<file path="src/rtl/ychip_trace_capture_pkg.sv">
`default_nettype none
// ============================================================================
// Module   : ychip_trace_pkg
// Brief    : Shared types and constants for the yChip trace capture block.
// Revision : 1.0
// ============================================================================
package ychip_trace_pkg;

    typedef enum logic [1:0] {
        ST_IDLE    = 2'd0,
        ST_CAPTURE = 2'd1,
        ST_DRAIN   = 2'd2
    } trace_state_t;

    typedef struct packed {
        logic [31:0] ins;
        logic [31:0] rd2;
        logic [31:0] wb;
        logic [15:0] seq;
    } trace_entry_t;

    localparam int          SEQ_W    = 16;
    localparam logic [31:0] HALT_INS = 32'h0000_0073;

endpackage
`default_nettype wire

</file>
<file path="src/rtl/ychip_trace_capture_if.sv">
`default_nettype none
// ============================================================================
// Module   : ychip_trace_capture_if
// Brief    : Trace input, control and output stream bundle of the capture block.
// Revision : 1.0
// ============================================================================
interface ychip_trace_capture_if
    import ychip_trace_pkg::*;
#(
    parameter int DEPTH = 16
);
    localparam int CNT_W = $clog2(DEPTH) + 1;

    logic              start;
    logic              retire;
    logic [31:0]       ins_in;
    logic [31:0]       rd2_in;
    logic [31:0]       wb_in;
    logic              out_valid;
    logic              out_ready;
    logic [31:0]       out_ins;
    logic [31:0]       out_rd2;
    logic [31:0]       out_wb;
    logic [SEQ_W-1:0]  out_seq;
    logic [CNT_W-1:0]  count;
    logic              overflow;
    logic              busy;
    logic              done;

    modport master (
        output start, retire, ins_in, rd2_in, wb_in, out_ready,
        input  out_valid, out_ins, out_rd2, out_wb, out_seq, count, overflow, busy, done
    );

    modport slave (
        input  start, retire, ins_in, rd2_in, wb_in, out_ready,
        output out_valid, out_ins, out_rd2, out_wb, out_seq, count, overflow, busy, done
    );

endinterface
`default_nettype wire

</file>
<file path="src/rtl/ychip_trace_fifo.sv">
`default_nettype none
// ============================================================================
// Module   : ychip_trace_fifo
// Brief    : First-word fall-through FIFO; push while full is legal with a pop.
// Revision : 1.0
// ============================================================================
module ychip_trace_fifo
    import ychip_trace_pkg::*;
#(
    parameter int DEPTH = 16,
    parameter int WIDTH = $bits(trace_entry_t)
) (
    input  wire logic                     clk,
    input  wire logic                     rst_n,
    input  wire logic                     push,
    input  wire logic [WIDTH-1:0]         push_data,
    input  wire logic                     pop,
    output logic      [WIDTH-1:0]         pop_data,
    output logic                          full,
    output logic                          empty,
    output logic      [$clog2(DEPTH):0]   count
);
    localparam int AW    = $clog2(DEPTH);
    localparam int CNT_W = AW + 1;

    logic [WIDTH-1:0] r_mem [DEPTH];
    logic [AW-1:0]    r_wr_ptr;
    logic [AW-1:0]    r_rd_ptr;
    logic [CNT_W-1:0] r_count;
    logic             w_do_pop;
    logic             w_do_push;

    assign full      = (r_count == CNT_W'(DEPTH));
    assign empty     = (r_count == '0);
    assign count     = r_count;
    assign pop_data  = r_mem[r_rd_ptr];
    assign w_do_pop  = pop && !empty;
    // When full, the slot being written is the one leaving on this same edge.
    assign w_do_push = push && (!full || w_do_pop);

    always_ff @(posedge clk or negedge rst_n) begin
        if (!rst_n) begin
            for (int i = 0; i < DEPTH; i++) begin
                r_mem[i] <= '0;
            end
            r_wr_ptr <= '0;
            r_rd_ptr <= '0;
            r_count  <= '0;
        end else begin
            if (w_do_push) begin
                r_mem[r_wr_ptr] <= push_data;
                r_wr_ptr        <= r_wr_ptr + AW'(1);
            end
            if (w_do_pop) begin
                r_rd_ptr <= r_rd_ptr + AW'(1);
            end
            case ({w_do_push, w_do_pop})
                2'b10:   r_count <= r_count + CNT_W'(1);
                2'b01:   r_count <= r_count - CNT_W'(1);
                default: r_count <= r_count;
            endcase
        end
    end

endmodule
`default_nettype wire

</file>
<file path="src/rtl/ychip_trace_capture.sv">
`default_nettype none
// ============================================================================
// Module   : ychip_trace_capture
// Brief    : Captures yChip retire trace into a FIFO, drained over valid/ready.
//            Optional YCHIP_TRACE_HALT_EN: an ecall retire ends capture early.
// Revision : 1.0
// ============================================================================
module ychip_trace_capture
    import ychip_trace_pkg::*;
#(
    parameter int DEPTH = 16,
    parameter int LIMIT = 43
) (
    input  wire logic             clk,
    input  wire logic             rst_n,
    ychip_trace_capture_if.slave  tif
);
    localparam int               CNT_W     = $clog2(DEPTH) + 1;
    localparam logic [SEQ_W-1:0] LIMIT_SEQ = SEQ_W'(LIMIT);

    trace_state_t     r_state;
    logic [SEQ_W-1:0] r_seq_cnt;
    logic             r_overflow;
    logic             r_busy;
    logic             r_done;

    trace_entry_t     w_push_entry;
    trace_entry_t     w_head;
    logic             w_full;
    logic             w_empty;
    logic [CNT_W-1:0] w_count;
    logic             w_pop;
    logic             w_capture;
    logic             w_push;
    logic             w_drop;
    logic             w_halt;
    logic [SEQ_W-1:0] w_seq_next;

    always_comb begin
        w_push_entry     = '0;
        w_push_entry.ins = tif.ins_in;
        w_push_entry.rd2 = tif.rd2_in;
        w_push_entry.wb  = tif.wb_in;
        w_push_entry.seq = r_seq_cnt;
    end

    assign w_pop      = !w_empty && tif.out_ready;
    assign w_capture  = (r_state == ST_CAPTURE) && tif.retire;
    assign w_push     = w_capture && (!w_full || w_pop);
    assign w_drop     = w_capture && w_full && !w_pop;
    assign w_seq_next = r_seq_cnt + SEQ_W'(1);

`ifdef YCHIP_TRACE_HALT_EN
    assign w_halt = (tif.ins_in == HALT_INS);
`else
    assign w_halt = 1'b0;
`endif

    ychip_trace_fifo #(
        .DEPTH (DEPTH),
        .WIDTH ($bits(trace_entry_t))
    ) u_fifo (
        .clk       (clk),
        .rst_n     (rst_n),
        .push      (w_push),
        .push_data (w_push_entry),
        .pop       (w_pop),
        .pop_data  (w_head),
        .full      (w_full),
        .empty     (w_empty),
        .count     (w_count)
    );

    always_ff @(posedge clk or negedge rst_n) begin
        if (!rst_n) begin
            r_state    <= ST_IDLE;
            r_seq_cnt  <= '0;
            r_overflow <= 1'b0;
            r_busy     <= 1'b0;
            r_done     <= 1'b0;
        end else begin
            r_done <= 1'b0;
            case (r_state)
                ST_IDLE: begin
                    r_seq_cnt  <= '0;
                    r_overflow <= 1'b0;
                    if (tif.start) begin
                        r_state <= ST_CAPTURE;
                        r_busy  <= 1'b1;
                    end
                end
                ST_CAPTURE: begin
                    if (tif.retire) begin
                        // Dropped retires still consume a sequence number.
                        r_seq_cnt <= w_seq_next;
                        if (w_drop) begin
                            r_overflow <= 1'b1;
                        end
                        if ((w_seq_next == LIMIT_SEQ) || w_halt) begin
                            r_state <= ST_DRAIN;
                        end
                    end
                end
                ST_DRAIN: begin
                    if (w_empty) begin
                        r_state <= ST_IDLE;
                        r_busy  <= 1'b0;
                        r_done  <= 1'b1;
                    end
                end
                default: begin
                    r_state <= ST_IDLE;
                    r_busy  <= 1'b0;
                end
            endcase
        end
    end

    assign tif.out_valid = !w_empty;
    assign tif.out_ins   = w_head.ins;
    assign tif.out_rd2   = w_head.rd2;
    assign tif.out_wb    = w_head.wb;
    assign tif.out_seq   = w_head.seq;
    assign tif.count     = w_count;
    assign tif.overflow  = r_overflow;
    assign tif.busy      = r_busy;
    assign tif.done      = r_done;

endmodule
`default_nettype wire

</file>
<file path="src/flat_wrapper.sv">
// flat-port wrapper written by rule: the top's interface ports become plain ports
module ychip_trace_capture_flat import ychip_trace_pkg::*;
#(
    parameter int DEPTH = 16,
    parameter int LIMIT = 43
)
  (clk, rst_n, tif_start, tif_retire, tif_ins_in, tif_rd2_in, tif_wb_in, tif_out_ready, tif_out_valid, tif_out_ins, tif_out_rd2, tif_out_wb, tif_out_seq, tif_count, tif_overflow, tif_busy, tif_done);
  ychip_trace_capture_if #(.DEPTH(DEPTH)) tif_i ();
  input  wire logic clk;
  input  wire logic rst_n;
  input wire logic [$bits(tif_i.start)-1:0] tif_start;
  input wire logic [$bits(tif_i.retire)-1:0] tif_retire;
  input wire logic [$bits(tif_i.ins_in)-1:0] tif_ins_in;
  input wire logic [$bits(tif_i.rd2_in)-1:0] tif_rd2_in;
  input wire logic [$bits(tif_i.wb_in)-1:0] tif_wb_in;
  input wire logic [$bits(tif_i.out_ready)-1:0] tif_out_ready;
  output wire logic [$bits(tif_i.out_valid)-1:0] tif_out_valid;
  output wire logic [$bits(tif_i.out_ins)-1:0] tif_out_ins;
  output wire logic [$bits(tif_i.out_rd2)-1:0] tif_out_rd2;
  output wire logic [$bits(tif_i.out_wb)-1:0] tif_out_wb;
  output wire logic [$bits(tif_i.out_seq)-1:0] tif_out_seq;
  output wire logic [$bits(tif_i.count)-1:0] tif_count;
  output wire logic [$bits(tif_i.overflow)-1:0] tif_overflow;
  output wire logic [$bits(tif_i.busy)-1:0] tif_busy;
  output wire logic [$bits(tif_i.done)-1:0] tif_done;
  assign tif_i.start = tif_start;
  assign tif_i.retire = tif_retire;
  assign tif_i.ins_in = tif_ins_in;
  assign tif_i.rd2_in = tif_rd2_in;
  assign tif_i.wb_in = tif_wb_in;
  assign tif_i.out_ready = tif_out_ready;
  assign tif_out_valid = tif_i.out_valid;
  assign tif_out_ins = tif_i.out_ins;
  assign tif_out_rd2 = tif_i.out_rd2;
  assign tif_out_wb = tif_i.out_wb;
  assign tif_out_seq = tif_i.out_seq;
  assign tif_count = tif_i.count;
  assign tif_overflow = tif_i.overflow;
  assign tif_busy = tif_i.busy;
  assign tif_done = tif_i.done;
  ychip_trace_capture #(.DEPTH(DEPTH), .LIMIT(LIMIT)) u_core (.clk(clk), .rst_n(rst_n), .tif(tif_i));
endmodule
</file>
<file path="config.mk">
export PLATFORM = sky130hd
export DESIGN_NAME = ychip_trace_capture_flat
export DESIGN_NICKNAME = d
export VERILOG_FILES = /design/src/rtl/ychip_trace_capture_pkg.sv /design/src/rtl/ychip_trace_capture_if.sv /design/src/rtl/ychip_trace_fifo.sv /design/src/rtl/ychip_trace_capture.sv /design/src/flat_wrapper.sv
export SDC_FILE = /design/constraint.sdc
export NUM_CORES = 2
export LEC_CHECK = 0
export ABC_AREA = 1
export CAP_MARGIN = 20
export CELL_PAD_IN_SITES_DETAIL_PLACEMENT = 0
export CELL_PAD_IN_SITES_GLOBAL_PLACEMENT = 1
export CORE_MARGIN = 1.5
export CORE_UTILIZATION = 38
export CTS_CLUSTER_DIAMETER = 200
export DETAILED_ROUTE_END_ITERATION = 7
export DONT_BUFFER_PORTS = 1
export GPL_TIMING_DRIVEN = 0
export MAX_ROUTING_LAYER = met4
export PLACE_DENSITY_LB_ADDON = 0.25
export SKIP_LAST_GASP = 1
export SLEW_MARGIN = 5
export SYNTH_ARGS = -nofsm -noshare
export SYNTH_HDL_FRONTEND = slang
export SYNTH_SLANG_ARGS = --single-unit
export TNS_END_PERCENT = 1
</file>
<file path="constraint.sdc">
create_clock -name clk -period 3.8 [get_ports clk]
set_clock_uncertainty 0.05 [all_clocks]
set_input_delay 0.38 -clock clk [delete_from_list [all_inputs] [get_ports clk]]
set_output_delay 0.38 -clock clk [all_outputs]
set_load 0.02 [all_outputs]
</file>
# After elaboration in Yosys (flattened, before gate mapping)
# Index checks and enable logic that the tools add are counted.
dict set report word_totals {
  ff_bits 1826
  input_bits 101
  out_inout_bits 121
}
dict set report classes {
  add_sub_neg 5
  n_lt_le_gt_ge 3
  n_eq_ne 11
  mux 22
  n_bitwise 3
  n_reduce_logical 21
}
# op count
set op_table {}
lappend op_table {{1792-bit bitwise mux} 1}
lappend op_table {{112-bit binary-select mux with 4-bit select} 1}
lappend op_table {{112-bit demux with 4-bit select} 1}
lappend op_table {{112-bit two-way mux} 3}
lappend op_table {{16-bit case mux with 2 select lines} 1}
lappend op_table {{16-bit by 1-bit adder with 16-bit output, second input constant} 1}
lappend op_table {{16-bit by 6-bit == test with 1-bit output, second input constant} 1}
lappend op_table {{16-bit two-way mux} 1}
lappend op_table {{5-bit greater-or-equal comparator, second input constant} 2}
lappend op_table {{4-bit NOT with 5-bit output} 2}
lappend op_table {{5-bit case mux with 2 select lines} 1}
lappend op_table {{4-bit by 1-bit adder with 4-bit output, second input constant} 2}
lappend op_table {{1-bit logical AND} 8}
lappend op_table {{2-bit two-way mux} 4}
lappend op_table {{1-bit two-way mux} 6}
lappend op_table {{2-bit inequality test, second input constant} 3}
lappend op_table {{2-bit case mux with 3 select lines} 1}
lappend op_table {{3-bit AND reduction} 2}
lappend op_table {{5-bit by 1-bit adder with 5-bit output, second input constant} 1}
lappend op_table {{5-bit == test, second input constant} 1}
lappend op_table {{5-bit zero test} 1}
lappend op_table {{5-bit by 1-bit less-than comparator with 1-bit output, second input constant} 1}
lappend op_table {{5-bit by 1-bit subtractor with 5-bit output, second input constant} 1}
lappend op_table {{2-bit by 1-bit == test with 1-bit output, second input constant} 2}
lappend op_table {{11 further kinds} 17}

# Longest topological paths before layout
dict set report depth {
  word_depth 8
  ltp_mapped 15
  ltp_nobuf 15
}

# Hierarchy
# From an unflattened synthesis, not the netlist that was laid out.
dict set report hier_totals {
  cells_unflattened 9689
  area_unflattened_um2 82724.3
}
# module instances cells_each area_per_inst_um2 seq_area_each_um2
set modules_own_cells {}
lappend modules_own_cells {ychip_trace_fifo 1 9508 81419.3 45168.3}
lappend modules_own_cells {ychip_trace_capture 1 181 1305.0 525.5}

# Worst setup path after synthesis
# No wires, ideal clock.
dict set report synth_path {
  kind {reg2reg}
  startpoint {register u_core.u_fifo.r_count[1], in the netlist u_core.u_fifo.count[1]}
  endpoint {register u_core.u_fifo.r_count[4], in the netlist u_core.u_fifo.count[4]}
  t_arrival_ns 2.412
  required_ns 3.619
  slack_ns 1.207
  path_stages_with_launch 15
  synth_period_minus_slack_ns 2.593
  cell_sequence {dfrtp_1 -> nor2_1 -> nand3_1 -> nand2_1 -> inv_1 -> ha_1 -> xor2_1 -> ha_1 -> inv_1 -> nand2_1 -> nand2_1 -> o21ai_0 -> a21oi_1 -> o21ai_0 -> xor2_1}
}
dict set report synth_between {
  elab_chain_len 8
  word_cells_on_any_way 16
  cone_classes {add/sub: 2; eq/ne: 3; mux: 1; reduce/logical: 10}
}
# element line_no
set synth_lines {}
lappend synth_lines {{start: declaration} ychip_trace_fifo.sv:29} ;# logic [CNT_W-1:0] r_count;
lappend synth_lines {{start signal: assignment} ychip_trace_fifo.sv:58} ;# 2'b10: r_count <= r_count + CNT_W'(1);
lappend synth_lines {{start signal: assignment} ychip_trace_fifo.sv:59} ;# 2'b01: r_count <= r_count - CNT_W'(1);
lappend synth_lines {{start signal: assignment} ychip_trace_fifo.sv:60} ;# default: r_count <= r_count;
lappend synth_lines {{5-bit zero test *} ychip_trace_fifo.sv:34} ;# assign empty = (r_count == '0);
lappend synth_lines {{1-bit zero test *} --}
lappend synth_lines {{named net tif_out_valid} flat_wrapper.sv:17} ;# output wire logic [$bits(tif_i.out_valid)-1:0] tif_out_valid;
lappend synth_lines {{1-bit logical AND} ychip_trace_capture.sv:47} ;# assign w_pop = !w_empty && tif.out_ready;
lappend synth_lines {{1-bit logical AND *} ychip_trace_fifo.sv:37} ;# assign w_do_pop = pop && !empty;
lappend synth_lines {{named net u_core.u_fifo.w_do_pop} ychip_trace_fifo.sv:30} ;# logic w_do_pop;
lappend synth_lines {{1-bit logical OR} ychip_trace_fifo.sv:39} ;# assign w_do_push = push && (!full || w_do_pop);
lappend synth_lines {{1-bit logical AND} ychip_trace_fifo.sv:39}
lappend synth_lines {{2-bit by 1-bit == test with 1-bit output or 2-bit == test (tied branches)} ychip_trace_fifo.sv:57} ;# case ({w_do_push, w_do_pop})
lappend synth_lines {{5-bit case mux with 2 select lines or 2-bit nonzero test (tied branches)} --}
# Mark *: on every way through the listed nets, which the timed path passes. The rest lies on a longest branch.
# A chain may end at the register's enable or synchronous reset.

# Worst setup path after layout
dict set report layout_path {
  startpoint {register u_core.u_fifo.r_rd_ptr[1]}
  endpoint {output port tif_out_seq[0]}
}
dict set report layout_between {
  elab_chain_len 4
}
# element line_no
set layout_lines {}
lappend layout_lines {{start: declaration} ychip_trace_fifo.sv:28} ;# logic [AW-1:0] r_rd_ptr;
lappend layout_lines {{start signal: assignment} ychip_trace_fifo.sv:55} ;# r_rd_ptr <= r_rd_ptr + AW'(1);
lappend layout_lines {{4-bit NOT with 5-bit output (implied by the code)} ychip_trace_fifo.sv:36} ;# assign pop_data = r_mem[r_rd_ptr];
lappend layout_lines {{112-bit binary-select mux with 4-bit select} ychip_trace_fifo.sv:36}
lappend layout_lines {{112-bit two-way mux (implied by the code) (2 in series)} ychip_trace_fifo.sv:36}
lappend layout_lines {{end: declaration} flat_wrapper.sv:21} ;# output wire logic [$bits(tif_i.out_seq)-1:0] tif_out_seq;
# No other way between the ends. The select of a mux whose other input is x is not followed.

==> flow_summary.toml <==
[status]
status = "complete, but fails checks"
violations = "design-rule violations, negative setup slack"

[pwr]
max-vdd-ir-drop_uv = 798.9
p_leak_nw = 42.90
total_power_mw = 92.98
powerDensity_nw_per_um2 = 984.0

[yosys]
netlist_instances = 8835
postSynthAreaPerCell_um2 = 9.178
yosys_warnings = 0
synth_area_leaders = "dfrtp_1, o21ai_0, nand2_1, mux2i_1, o221ai_1"
ys_types = 37
syn_area_um2 = 81090
syn_nets = 8946
ys_ff_latch = 1826
yosysTopAreaCell = "dfrtp_1"
yosysSeqAreaShare_pct = 56.35
synth_top_cell_area_share_pct = 56.35

[cts]
cts_buffers = 201
cts_tree = "done"
clock_path_buffers = 3
clk_pin_slew_ns = 0.06
worstSkewPairLatency_ns = 0.88
cts-root-buf = "clkbuf_16"
htree_num_levels = 4
clock_sinks = 1826

[critical_path]
required_ns = 3.37
reg2regPathDepth = 8
critPathMaxFanout = 10
arrival_ns = 3.58
rrSetupSlack_ns = -0.13
crit_start = "u_core.u_fifo.r_rd_ptr[1]"
r2r_end = "u_core.u_fifo.r_mem[734]"
end_kind = "primary output"
worstSetupPathType = "reg -> out"
reg2reg_from = "u_core.u_fifo.count[0]"
crit_end = "tif_out_seq[0]"
startpoint_type = "flop"

[route]
vias = 73570
postRouteAntennaNets = 0
totalWireLength_um = 372500
initialDrtViolationCount = 9920
drc = 28
first_pass_iters = 8
drt-wirelength-per-cell_um = 30.46
viasPerCell = 6.017

[sta]
layout_min_cycle_time_ns = 4.009
fin_ws_ns = -0.2093
worst_hold_slack_ns = 0.03925
fmax_mhz = 249.4
layout_worst_path_cycle_share_pct = 105.5
hold_viol_final = 0
rsz0062_at_grt = "yes"
worst_slew_pin_slew_ns = 1.259
finalSetupViolCount = 123
maxSlewViolCount = 0
relSlewSlack_pct = 16.10

[floorplan]
initial_core_util_pct = 38.23
die_y_um = 464.9
core_area_um2 = 212100
die_w_um = 464.9
dieArea_um2 = 216200
ios = 222
row_count = 169

[layout]
layout_commonest_cell = "nand2_1"
stdcell_area_um2 = 94500
drive_above_1_share_pct = 9.583
finalNetCount = 9303
area_growth_syn_to_layout_pct = 16.53
mostFrequentLayoutCells = "nand2_1, o21ai_0, dfrtp_1, nor2_1, o21ai_1"

[place]
place_hpwl_um = 248200
placed_cell_area_um2 = 85530
numPortBuffers = 0
gp_congestion = 0.9174
post-place-ws_ns = -0.7393

[global_routing]
antenna_found_initial = 42
grt_pass1_vias = 70330
grt_remaining_overflow = 0
grt_util_all_layers_pct = 34.69
grt_pass1_wl_um = 525100
grt_max_degree = 290

[hold_path]
hp-class = "in -> async"

[run]
drv_cap = 0
-- how the worst min path moves through the flow --
stage	start	to
2_1_floorplan	rst_n	u_core.r_seq_cnt[0]
3_3_place_gp	rst_n	u_core.u_fifo.r_mem[431]
3_5_place_dp	rst_n	u_core.u_fifo.r_mem[431]
4_1_cts	rst_n	u_core.u_fifo.r_mem[317]
5_1_grt	rst_n	u_core.u_fifo.r_mem[317]
6_report	rst_n	u_core.u_fifo.r_mem[317]
-- state kept, by name (all words and copies together), names as in the netlist --
signal / cells
u_core.u_fifo.count: 5
u_core.tif.busy: 1
u_core.u_fifo.r_wr_ptr: 4
u_core.u_fifo.r_mem: 1792
u_core.tif.overflow: 1
u_core.u_fifo.r_rd_ptr: 4
u_core.r_seq_cnt: 16
u_core.tif.done: 1
u_core.r_state: 2
-- logic make-up (layout without fill, tap and decap cells) --
group                      after synthesis  after routing  share of synthesized area, %
and+or+nand+nor                       2846           2846                         13.70
AOI/OAI and AO/OA                     2837           2837                         19.96
DFF                                   1826           1826                         56.35
buffers and inverters                  975           1500                         5.638
muxes                                  330            330                         4.074
xor gates and xnor gates                11             11                        0.1188
adders and majority gates               10             10                        0.1543
other                                    0             47                             0
-- cell type report --
type | count | area (µm²)
buffer | 837 | 4657
sequential | 1826 | 45690
fill | 20980 | 117600
clock buffer | 309 | 6140
timing repair buffer | 155 | 2095
antenna | 47 | 117.6
multi-input combinational | 6034 | 30900
inverter | 137 | 521.8
clock inverter | 62 | 839.6
tap | 2821 | 3530
-- cells in the mapped netlist --
cell type / n
inv_1: 129
dfrtp_1: 1826
nand2_1: 1980
nor2_4: 1
xor2_1: 9
buf_4: 15
nand4_4: 10
nor2_1: 713
ha_1: 10
clkbuf_1: 566
o211ai_1: 118
xnor2_1: 2
a21oi_1: 1
nand2_4: 1
nand3_1: 123
nor2_8: 1
o32ai_1: 118
mux2i_1: 330
o22ai_1: 9
nand3_2: 4
o21ai_0: 1847
nor3_1: 2
nand2_2: 1
o21ai_1: 413
clkinv_4: 1
inv_2: 4
o221ai_1: 330
buf_1: 16
nand4_2: 2
buf_2: 155
buf_6: 85
clkinv_1: 2
a31oi_1: 1
inv_4: 1
buf_12: 1
and3_1: 1
nand4_1: 7
-- metrics by stage --
stage	TNS (ns)	instances	utilization [%]
final	-11.65	12230	44.56
after global routing	-30.32	12220	44.54
after CTS	-4.391	12180	44.43
after detailed placement	-35.51	11700	40.33
after global placement	-354.35	11660	39.90
after floorplan	0	8835	-
-- critical path: stages, from the launching register on --
cell and delay, ns:
dfrtp_1 0.34, buf_2 0.16, clkbuf_4 0.42, clkbuf_1 0.56, o21ai_0 0.20, o221ai_1 0.28
nand3_1 0.37, nand2_2 0.35
-- layer usage --
| layer | track usage, % | routed length [µm] | vias up |
|---|---|---|---|
| met5 | - | 0 | - |
| met4 | 17.14 | 20370 | 0 |
| met2 | 50.67 | 164000 | 4091 |
| met3 | 9.349 | 38970 | 915 |
| li1 | - | - | 31160 |
| met1 | 44.36 | 149100 | 37410 |
-- what timing repair did --
action                                 in CTS  in global routing
pin swaps                                   7                  0
resized for setup                         303                  0
setup endpoints to repair                 122                453
endpoints found under the hold margin    1239                  0
hold buffers                              102                  0
setup buffers                               4                  0
gates cloned                                0                  2
-- power breakdown --
group / switching, mW / internal, mW
Sequential: 4.38 / 27.1
Combinational: 29.0 / 11.7
Clock: 8.68 / 12.1
Power figures use the tool's default switching activity.
